`src/rtl/rf_write_arbiter.sv`:
```
// rf_write_arbiter
//   Shares the single register-file write port (WE3/A3/WD3) between the
//   pipeline writeback stage and a long-latency multi-cycle unit (mul/div).
//   Multi-cycle results are parked in a one-entry buffer. The buffer drains
//   whenever writeback is idle. A bounded-wait counter forces the buffer
//   through after MAX_WAIT lost cycles, stalling writeback for one cycle.
//
//   Optional feature, macro RF_ARB_CLEAR_EN: after reset a sequencer writes
//   zero to x1..x31, one register per cycle, while busy is held high.
//
// Parameters
//   MAX_WAIT  cycles a buffered result may lose to writeback (1..15)
// Ports
//   clk        clock, rising edge
//   rst        asynchronous reset, active low
//   wb_we      writeback write request
//   wb_rd      writeback destination register
//   wb_data    writeback data
//   mc_valid   multi-cycle result valid
//   mc_rd      multi-cycle destination register
//   mc_data    multi-cycle result data
//   mc_ready   buffer can accept a multi-cycle result
//   rf_we      register-file write enable (WE3)
//   rf_a3      register-file write address (A3)
//   rf_wd      register-file write data (WD3)
//   wb_stall   writeback refused this cycle
//   busy       post-reset clear in progress
module rf_write_arbiter #(
  parameter int MAX_WAIT = 4
) (
  input  logic        clk,
  input  logic        rst,
  input  logic        wb_we,
  input  logic [4:0]  wb_rd,
  input  logic [31:0] wb_data,
  input  logic        mc_valid,
  input  logic [4:0]  mc_rd,
  input  logic [31:0] mc_data,
  output logic        mc_ready,
  output logic        rf_we,
  output logic [4:0]  rf_a3,
  output logic [31:0] rf_wd,
  output logic        wb_stall,
  output logic        busy
);

  localparam logic [3:0] MAX_WAIT_C = 4'(MAX_WAIT);

  logic        buf_valid_q, buf_valid_d;
  logic [4:0]  buf_rd_q, buf_rd_d;
  logic [31:0] buf_data_q, buf_data_d;
  logic [3:0]  wait_cnt_q, wait_cnt_d;

  logic        clearing;
  logic [4:0]  clr_a3;

`ifdef RF_ARB_CLEAR_EN
  typedef enum logic {
    S_CLEAR = 1'b0,
    S_RUN   = 1'b1
  } state_t;

  state_t     state_q, state_d;
  logic [4:0] clr_idx_q, clr_idx_d;

  always_ff @(posedge clk or negedge rst) begin
    if (!rst) begin
      state_q   <= S_CLEAR;
      clr_idx_q <= 5'd1;
    end else begin
      state_q   <= state_d;
      clr_idx_q <= clr_idx_d;
    end
  end

  // One register cleared per cycle; leave CLEAR right after writing x31.
  always_comb begin
    state_d   = state_q;
    clr_idx_d = clr_idx_q;
    if (state_q == S_CLEAR) begin
      clr_idx_d = clr_idx_q + 5'd1;
      if (clr_idx_q == 5'd31) begin
        state_d = S_RUN;
      end
    end
  end

  assign clearing = (state_q == S_CLEAR);
  assign clr_a3   = clr_idx_q;
`else
  assign clearing = 1'b0;
  assign clr_a3   = 5'd0;
`endif

  logic run;
  logic wb_req;
  logic force_drain;

  // Outputs are gated by rst so the port stays quiet while reset is held.
  assign run         = rst & ~clearing;
  assign busy        = clearing;
  assign mc_ready    = run & ~buf_valid_q;
  assign wb_req      = wb_we & (wb_rd != 5'd0);
  assign force_drain = buf_valid_q & (wait_cnt_q == MAX_WAIT_C);

  always_comb begin
    rf_we       = 1'b0;
    rf_a3       = 5'd0;
    rf_wd       = 32'd0;
    wb_stall    = 1'b0;
    buf_valid_d = buf_valid_q;
    buf_rd_d    = buf_rd_q;
    buf_data_d  = buf_data_q;
    wait_cnt_d  = wait_cnt_q;

    if (rst && clearing) begin
      rf_we = 1'b1;
      rf_a3 = clr_a3;
    end else if (run) begin
      // Accept and drain are exclusive: mc_ready requires an empty buffer.
      if (mc_valid && mc_ready) begin
        buf_valid_d = 1'b1;
        buf_rd_d    = mc_rd;
        buf_data_d  = mc_data;
        wait_cnt_d  = 4'd0;
      end

      if (buf_valid_q && (!wb_req || force_drain)) begin
        // An entry for x0 drains silently.
        rf_we       = (buf_rd_q != 5'd0);
        rf_a3       = buf_rd_q;
        rf_wd       = buf_data_q;
        buf_valid_d = 1'b0;
        wait_cnt_d  = 4'd0;
      end else if (wb_req) begin
        rf_we = 1'b1;
        rf_a3 = wb_rd;
        rf_wd = wb_data;
        if (buf_valid_q && (wait_cnt_q != MAX_WAIT_C)) begin
          wait_cnt_d = wait_cnt_q + 4'd1;
        end
      end

      wb_stall = force_drain & wb_req;
    end
  end

  // Control state
  always_ff @(posedge clk or negedge rst) begin
    if (!rst) begin
      buf_valid_q <= 1'b0;
      wait_cnt_q  <= 4'd0;
    end else begin
      buf_valid_q <= buf_valid_d;
      wait_cnt_q  <= wait_cnt_d;
    end
  end

  // Buffer payload; only meaningful while buf_valid_q is set.
  always_ff @(posedge clk) begin
    buf_rd_q   <= buf_rd_d;
    buf_data_q <= buf_data_d;
  end

endmodule

```
`config.mk`:
```
export PLATFORM = sky130hd
export DESIGN_NAME = rf_write_arbiter
export DESIGN_NICKNAME = d
export VERILOG_FILES = /design/src/rtl/rf_write_arbiter.sv
export SDC_FILE = /design/constraint.sdc
export NUM_CORES = 1
export LEC_CHECK = 0
export BUFFER_PORTS_ARGS = -buffer_cell sky130_fd_sc_hd__buf_4
export CAP_MARGIN = 20
export CORE_AREA = 10 10 72 98
export DETAILED_ROUTE_END_ITERATION = 12
export DIE_AREA = 0 0 82 108
export PLACE_DENSITY = 0.76
export SLEW_MARGIN = 20
export SYNTH_ARGS = -nofsm -noshare
export SYNTH_HDL_FRONTEND = slang
export SYNTH_SLANG_ARGS = --single-unit
```
`constraint.sdc`:
```
create_clock -name clk -period 1.8 [get_ports clk]
set_input_delay 0.09 -clock clk [delete_from_list [all_inputs] [get_ports clk]]
set_output_delay 0.09 -clock clk [all_outputs]
set_load 0.03 [all_outputs]
```
After elaboration in Yosys (flattened, before gate mapping):

Index checks and enable logic that the tools add are counted.

* register bits after elaboration: 42
* bits of input ports: 78
* output and inout port bits: 41
* logic and storage cells: 38

* add/subtract/negate cells: 1
* equality and inequality tests: 2
* muxes and demuxes: 16
* bitwise logic cells: 5
* reduce and logical (&&, ||, !) cells: 10

Operators by type and width (number)
* two-way mux 32 bit: 3
* two-way mux 4 bit: 4
* two-way mux 5 bit: 3
* nonzero test 5 bit: 2
* two-way mux 1 bit: 6
* adder 4 x 1 -> 4 bit (second input constant): 1
* AND 1 bit: 4
* equality test 4 x 3 -> 1 bit (second input constant): 1
* inequality test 4 x 3 -> 1 bit (second input constant): 1
* AND reduction 2 bit: 2
* logical AND 1 bit: 3
* nonzero test 2 bit: 1
* zero test 1 bit: 1
* logical OR 1 bit: 1
* inverter 1 bit: 1

Longest topological paths before layout:

Gate-level depths: netlist of the first run.

* word-level depth: 7
* gate-level depth with buffers: 7
* gate-level depth less buffers: 5

Worst setup path before layout of the first run:

OpenSTA, ideal clock, no wires.

* kind: flip-flop to flip-flop
* start point: register buf_valid_q
* end point: register buf_data_q[0] (enable)
* setup time: 398 ps
* arrival: 1900 ps
* required time: 1402 ps
* path slack: -497 ps
* cell stages (with the launch flop): 3
* path buffers: 0
* period minus slack after synthesis: 2297 ps
* cells stage by stage: dfrtp_1 > nor2b_1 > and2_1

* word-level cells in the longest chain between the ends: 4

Ends and longest elaborated chain
* start, declared: line 49 `logic buf_valid_q, buf_valid_d;`
* start signal, assigned: line 154 `buf_valid_q <= buf_valid_d;`
* inverter 1 bit: line 102 `assign mc_ready = run & ~buf_valid_q;`
* AND 1 bit: line 102
* net mc_ready: line 39 `output logic mc_ready,`
* logical AND 1 bit: line 121 `if (mc_valid && mc_ready) begin`
* AND reduction 2 bit (no line)
* end signal, assigned: line 162 `buf_data_q <= buf_data_d;`
* end, declared: line 51 `logic [31:0] buf_data_q, buf_data_d;`

The timed path passes the listed nets, and every way through them passes these cells.
A chain may end at the register's enable or synchronous reset.

Worst setup path after layout of the first run:

* start point: register wait_cnt_q[1]
* end point: output port rf_wd[28]

* word-level cells in the longest chain between the ends: 6

Ends and longest elaborated chain
* start, declared: line 52 `logic [3:0] wait_cnt_q, wait_cnt_d;`
* start signal, assigned: line 155 `wait_cnt_q <= wait_cnt_d;`
* equality test 4 x 3 -> 1 bit: line 104 `assign force_drain = buf_valid_q & (wait_cnt_q == MAX_WAIT_C);`
* AND 1 bit: line 104
* logical OR 1 bit: line 128 `if (buf_valid_q && (!wb_req || force_drain)) begin`
* logical AND 1 bit: line 128
* two-way mux 32 bit: line 128
* two-way mux 32 bit: line 119 `end else if (run) begin`
* end, declared: line 42 `output logic [31:0] rf_wd,`

Every way passes these cells.

==> results of run 1 <==
state kept, by name, summed over array words and instances, names as in the netlist:
register,flops
buf_data_q,32
buf_rd_q,5
wait_cnt_q,4
buf_valid_q,1
where the power goes:
part           internal (W)  leakage (nW)  total, W  switching [W]
combinational      0.000606          1.35   0.00118       0.000577
clock              0.000414        0.0514  0.000754       0.000340
sequential          0.00113         0.404   0.00117      0.0000319
total               0.00215          1.80   0.00310       0.000948
final cells by class:
class                      count  share of cell area, %
clock buffer                   6                   1.85
clock inverter                 2                  0.958
inverter                       3                  0.288
multi-input combinational     79                   18.4
sequential                    42                   31.6
tap                           68                   2.17
timing repair buffer         180                   44.8
worst paths after layout:
kind                               start             to  slack, ns  cells after the start
setup / recovery           wait_cnt_q[1]      rf_wd[28]      -0.24                      8
hold / removal                  mc_valid    buf_valid_q       0.08                      3
setup reg to reg             buf_valid_q  buf_data_q[1]       0.27                      4
hold reg to reg            wait_cnt_q[3]  wait_cnt_q[3]       0.59                      2
max in group asynchronous            rst  wait_cnt_q[2]       1.33                      2
min in group asynchronous            rst  wait_cnt_q[3]       0.25                      2
worst max-delay path, delay by kind of cell (launching register included):
kind	cells	cell delay (ns)
buffers and inverters	4	0.50
AO/OA/AOI/OAI	2	0.44
adder cells (fa/ha/maj)	1	0.16
flip-flops	1	0.39
AND/OR/NAND/NOR	1	0.15
cells in the final DEF, fill, tap and decap left out, types with 2 or more instances in the layout:
cell           netlist  final
a21oi_1              2      2
a32o_1              36      2
a32o_2               0     34
buf_12               0      4
buf_16               0      3
buf_4                1     90
buf_6                6     43
clkbuf_16            0      2
clkbuf_8             0      5
dfrtp_1              5      5
dlygate4sd3_1        0     38
edfxtp_1            37     37
inv_2                0      2
nand2_1              7      7
nand3_1              2      2
nor2_1               3      3
nor2b_1              2      2
o21ai_0              6      6
cells by family after synthesis:
logic type | after synthesis | share of synthesized area, %
compound gates | 51 | 23.7
other cells | 1 | 0.188
fa+ha+maj | 2 | 1.25
buf+inv | 15 | 5.40
flops | 42 | 62.0
simple gates | 24 | 7.03
mux | 1 | 0.502
through the flow:
| step | setup TNS [ns] | util (%) |
|---|---|---|
| after floorplan | 0 | - |
| after global routing | -10.22 | 73.0 |
| after global placement | 0 | 56.4 |
| after CTS | -5.15 | 71.2 |
| final | -8.09 | 73.0 |
| after detailed placement | 0 | 56.4 |
metal layers:
| layer | vias up | GRT usage (%) |
|---|---|---|
| li1 | 920 | - |
| met1 | 1063 | 21.6 |
| met2 | 122 | 33.5 |
| met3 | 17 | 7.31 |
| met4 | 0 | 7.68 |
| met5 | - | 0 |
timing repair:
action,in CTS,in global routing
gates cloned,3,4
endpoints found under the setup margin,38,39
gates resized for setup,48,6
pin swaps,5,8
endpoints found under the hold margin,42,0
hold buffers,38,0
buffers inserted,7,1
==> flow_metrics.tcl, run 1 <==
set metrics [dict create \
    status "finished, violations left" \
    violations "setup timing" \
    via_per_inst 5.58 \
    die_w_um 82 \
    dp_hpwl_mm 5.14 \
    fin_crit_ns 2.04 \
    layout.nets 391 \
    async_flop_share_pct 11.9 \
    power.leakage_nw 1.80 \
    syn_nets 216 \
    stdcell_count 380 \
    cts_root_buf "clkbuf_8" \
    setup_viol 38 \
    grt-ovfl-total 0 \
    preCtsSetupSlack_ns 0.0749 \
    diodes 0 \
    synthesis.instances 136 \
    arrival_ns 1.95 \
    ys_seq_elements 42 \
    netlist_area_sq_um 1990 \
    synth_most_common_cell "edfxtp_1" \
    synth_top_area_share_pct 55.7 \
    critPathMostFrequentCell "buf_6" \
    synth_area_leaders "edfxtp_1 56%, a32o_1 18%, dfrtp_1 6.3%" \
    synth_ff_type "edfxtp_1" \
    max_cap_viol_count 0 \
    synth-seq-area-share_pct 62.0 \
    finalClockSkew_ns 0.00622 \
    cpPeakStageDelay_ns 0.39 \
    cts_tree "built" \
    multi_input_area_sq_um 721 \
    setup_ws_ns -0.239 \
    antenna_found_initial 0 \
    dr_wl_met2_mm 4.90 \
    clk_pin_slew_worst_paths_ns 0.08 \
    ctsLongestPathBuffers 2 \
    first_iter_violations 138 \
    yosysUniqueCellTypes 34 \
    cts_sinks 42 \
    area_growth_syn_to_layout_pct 96.4 \
    h-tree-depth 2 \
    drc 0 \
    initial_utilization_pct 37.2 \
    timing.fmax_ghz 0.490 \
    cp.required_ns 1.71 \
    grt_pass1_wl_mm 13.1 \
    worstSetupPathType "reg -> out" \
    detail_route.wl_per_cell_um 24.3 \
    placed_cells 319 \
    pwr_density_cell_nw_per_um2 792 \
    drv_slew 0 \
    avgSynthCellArea_sq_um 14.7 \
    cts_buffers 5 \
    crit_chain "inv_2 -> ha_4 -> buf_6 -> nand3b_1 -> o211ai_4 -> buf_12 -> a32o_2 -> buf_6" \
    boundaryPins 119 \
    synth_edf_count 37 \
    dr.pass1.iters 4 \
    hold_path.class "in -> reg" \
    yosysWarnings 0 \
    clock_latency_ns 0.30 \
    fill_cells 315 \
    die_h_um 108 \
    cp_max_fo 19 \
    die_area_sq_um 8860 \
    ant_nets 0 \
    ys_top_cells_by_count "37 x edfxtp_1, 36 x a32o_1, 7 x nand2_1" \
    wl_mm 9.24 \
    routed.top_layer "met4" \
    grt.total_usage_pct 19.7 \
    drive_above_1_share_pct 62.2 \
    fin_crit_sh_pct 113 \
    ir_drop_uv 578 \
    vias 2122 \
    fp-row-count 32 \
    gp_congestion 0.738 \
    hold_slack_ns 0.0787 \
    final-seq-area_sq_um 1240 \
    fin_total_pwr_w 0.00310 \
    crit_path_end_kind "output pin" \
    final_area_sq_um 3920 \
    portBuffers 117 \
    worst_path_max_delay_cell "dfrtp_1" \
    wirelength_met1_mm 3.27 \
    placed_area_sq_um 3030 \
    grt_start_max_net_pins 39 \
    final_hold_viol_count 0 \
    rsz0062_at_grt "true" \
    core_sq_um 5370 \
    yosysTopAreaCell "edfxtp_1" \
    cp-start-kind "flip-flop" \
    grt_pass1_vias 2331 \
    met3_length_um 837 \
]
(Power assumes the default switching activity.)
==> run 2, diff against run 1 <==
--- a/config.mk
+++ b/config.mk
@@ -11,6 +11,8 @@
 export DETAILED_ROUTE_END_ITERATION = 12
 export DIE_AREA = 0 0 82 108
 export PLACE_DENSITY = 0.76
+export SETUP_SLACK_MARGIN = 0.2
+export SKIP_LAST_GASP = 1
 export SLEW_MARGIN = 20
 export SYNTH_ARGS = -nofsm -noshare
 export SYNTH_HDL_FRONTEND = slang
==> run 2 against run 1 <==
  * The run still ends with setup timing left
  * Die area unchanged
  * Clock skew is 0.00056 ns higher
  * Total power down 6.6%
  * Critical endpoint is now rf_a3[1]
  * Highest routed layer unchanged
==> flow_metrics.tcl, run 2 (synthesized netlist as in run 1, its figures left out) <==
set metrics [dict create \
    status "finished, violations left" \
    violations "setup timing" \
    drv_slew 0 \
    r2r_start "buf_valid_q" \
    stdcell_count 376 \
    cpPeakStageDelay_ns 0.41 \
    worst_path_max_delay_cell "dfrtp_1" \
    grt_pass1_vias 2365 \
    registers.top_by_ff_count "buf_data_q" \
    first_iter_violations 136 \
    cts_root_buf "clkbuf_8" \
    min_to "wait_cnt_q[2]" \
    portBuffers 117 \
    worstHoldStart "wb_we" \
    max_slew_margin_pct 56.2 \
    ff2ff_setup_slack_ns 0.21 \
    finalClockSkew_ns 0.00678 \
    boundaryPins 119 \
    cts_sinks 42 \
    min_path_cells 3 \
    cp-start-kind "flip-flop" \
    dp_hpwl_mm 5.21 \
    worstReg2RegEnd "buf_data_q[3]" \
    path_depth 8 \
    ant_nets 0 \
    fin_crit_ns 2.03 \
    h-tree-depth 2 \
    wl_mm 9.07 \
    fp-row-count 32 \
    diodes 0 \
    die_w_um 82 \
    via_per_inst 5.60 \
    area_growth_syn_to_layout_pct 88.8 \
    grt_pass1_wl_mm 13.2 \
    vias 2105 \
    antenna_found_initial 0 \
    dr.pass1.iters 4 \
    crit_chain "inv_2 -> ha_4 -> and4b_4 -> a211oi_4 -> buf_6 -> clkbuf_16 -> a32o_2 -> buf_6" \
    drive_above_1_share_pct 63.0 \
    initial_utilization_pct 37.2 \
    cts_tree "built" \
    detail_route.wl_per_cell_um 24.1 \
    rsz0062_at_grt "true" \
    die_area_sq_um 8860 \
    worst-path-buf-inv 4 \
    timing.fmax_ghz 0.492 \
    fin_total_pwr_w 0.00290 \
    setup_ws_ns -0.234 \
    placed_cells 317 \
    cp_max_fo 6 \
    fin_crit_sh_pct 113 \
    die_h_um 108 \
    layout_commonest_cell "buf_4" \
    setup_viol 38 \
    worstMarginPinSlew_ns 0.652 \
    max_cap_viol_count 0 \
    power.leakage_nw 1.73 \
    cp.required_ns 1.71 \
    clk_pin_slew_worst_paths_ns 0.08 \
    ctsLongestPathBuffers 2 \
    ir_drop_uv 645 \
    reg_top3 "buf_data_q (32), buf_rd_q (5), wait_cnt_q (4)" \
    hold_path.class "in -> reg" \
    critPathMostFrequentCell "buf_6" \
    grt_start_max_net_pins 38 \
    preCtsSetupSlack_ns 0.0841 \
    grt-ovfl-total 0 \
    grt.total_usage_pct 20.1 \
    largest_reg_flops 32 \
    clock_latency_ns 0.30 \
    drc 0 \
    rr_worst_depth 3 \
    gp_congestion 0.819 \
    worstSetupPathType "reg -> out" \
    final_hold_viol_count 0 \
    layout.nets 387 \
    arrival_ns 1.94 \
    crit_path_end_kind "output pin" \
    core_sq_um 5370 \
    cts_buffers 5 \
    crit_family "buffers and inverters" \
    layout_common_cells "89 x buf_4, 44 x buf_6, 38 x dlygate4sd3_1, 37 x edfxtp_1, 34 x a32o_2" \
    pwr_density_cell_nw_per_um2 770 \
]
## run 2: layer usage
metal	wire (um)	GRT usage [%]	up-vias
li1	-	-	916
met1	3050	20.3	1021
met2	4820	35.2	136
met3	832	8.31	32
met4	376	7.93	0
met5	0	0	-
## run 2: per-stage QoR
| step | util, % | setup TNS, ns | area [sq um] | hold WS, ns |
|---|---|---|---|---|
| detailed placement | 55.4 | 0 | 2970 | -0.0768 |
| finish | 70.2 | -7.80 | 3770 | 0.126 |
| CTS | 68.8 | -6.25 | 3690 | 0.0860 |
| global placement | 55.4 | 0 | 2970 | -0.0795 |
| floorplan | - | 0 | 2040 | -0.206 |
| global route | 70.2 | -9.39 | 3770 | 0.136 |
## run 2: cell type report
type	instances	area [sq um]
Inverter	3	11.3
Clock inverter	3	16.3
Tap cell	68	85.1
Timing Repair Buffer	176	1620
Multi-Input combinational cell	79	728
Sequential cell	42	1240
Fill cell	331	1600
Clock buffer	5	68.8
## run 2: worst max-delay path by stage
| stage | from | endpoint |
|---|---|---|
| after CTS | wait_cnt_q[0] | rf_wd[27] |
| final | wait_cnt_q[1] | rf_a3[1] |
| after global routing | wait_cnt_q[1] | rf_a3[1] |
| after detailed placement | wait_cnt_q[0] | rf_wd[26] |
| after global placement | wait_cnt_q[0] | rf_wd[17] |
| after floorplan | wait_cnt_q[0] | rf_a3[0] |
## run 2: power by group
part	switching [W]	internal [W]
Sequential	0.0000417	0.00114
Combinational	0.000543	0.000546
Clock	0.000365	0.000267
## run 2: worst reg2reg max path: stages, from the launching register on
cell and delay (ns):
dfrtp_2 0.46, buf_4 0.15, nor2b_2 0.13, and2_4 0.49
## run 2: timing repair
item                                   CTS  global route
setup buffers                            6             3
endpoints found under the hold margin   42             0
gates cloned                             2             2
pin swaps                                7             6
setup endpoints to repair               39            39
gates resized for setup                 53            10
hold buffers                            38             0
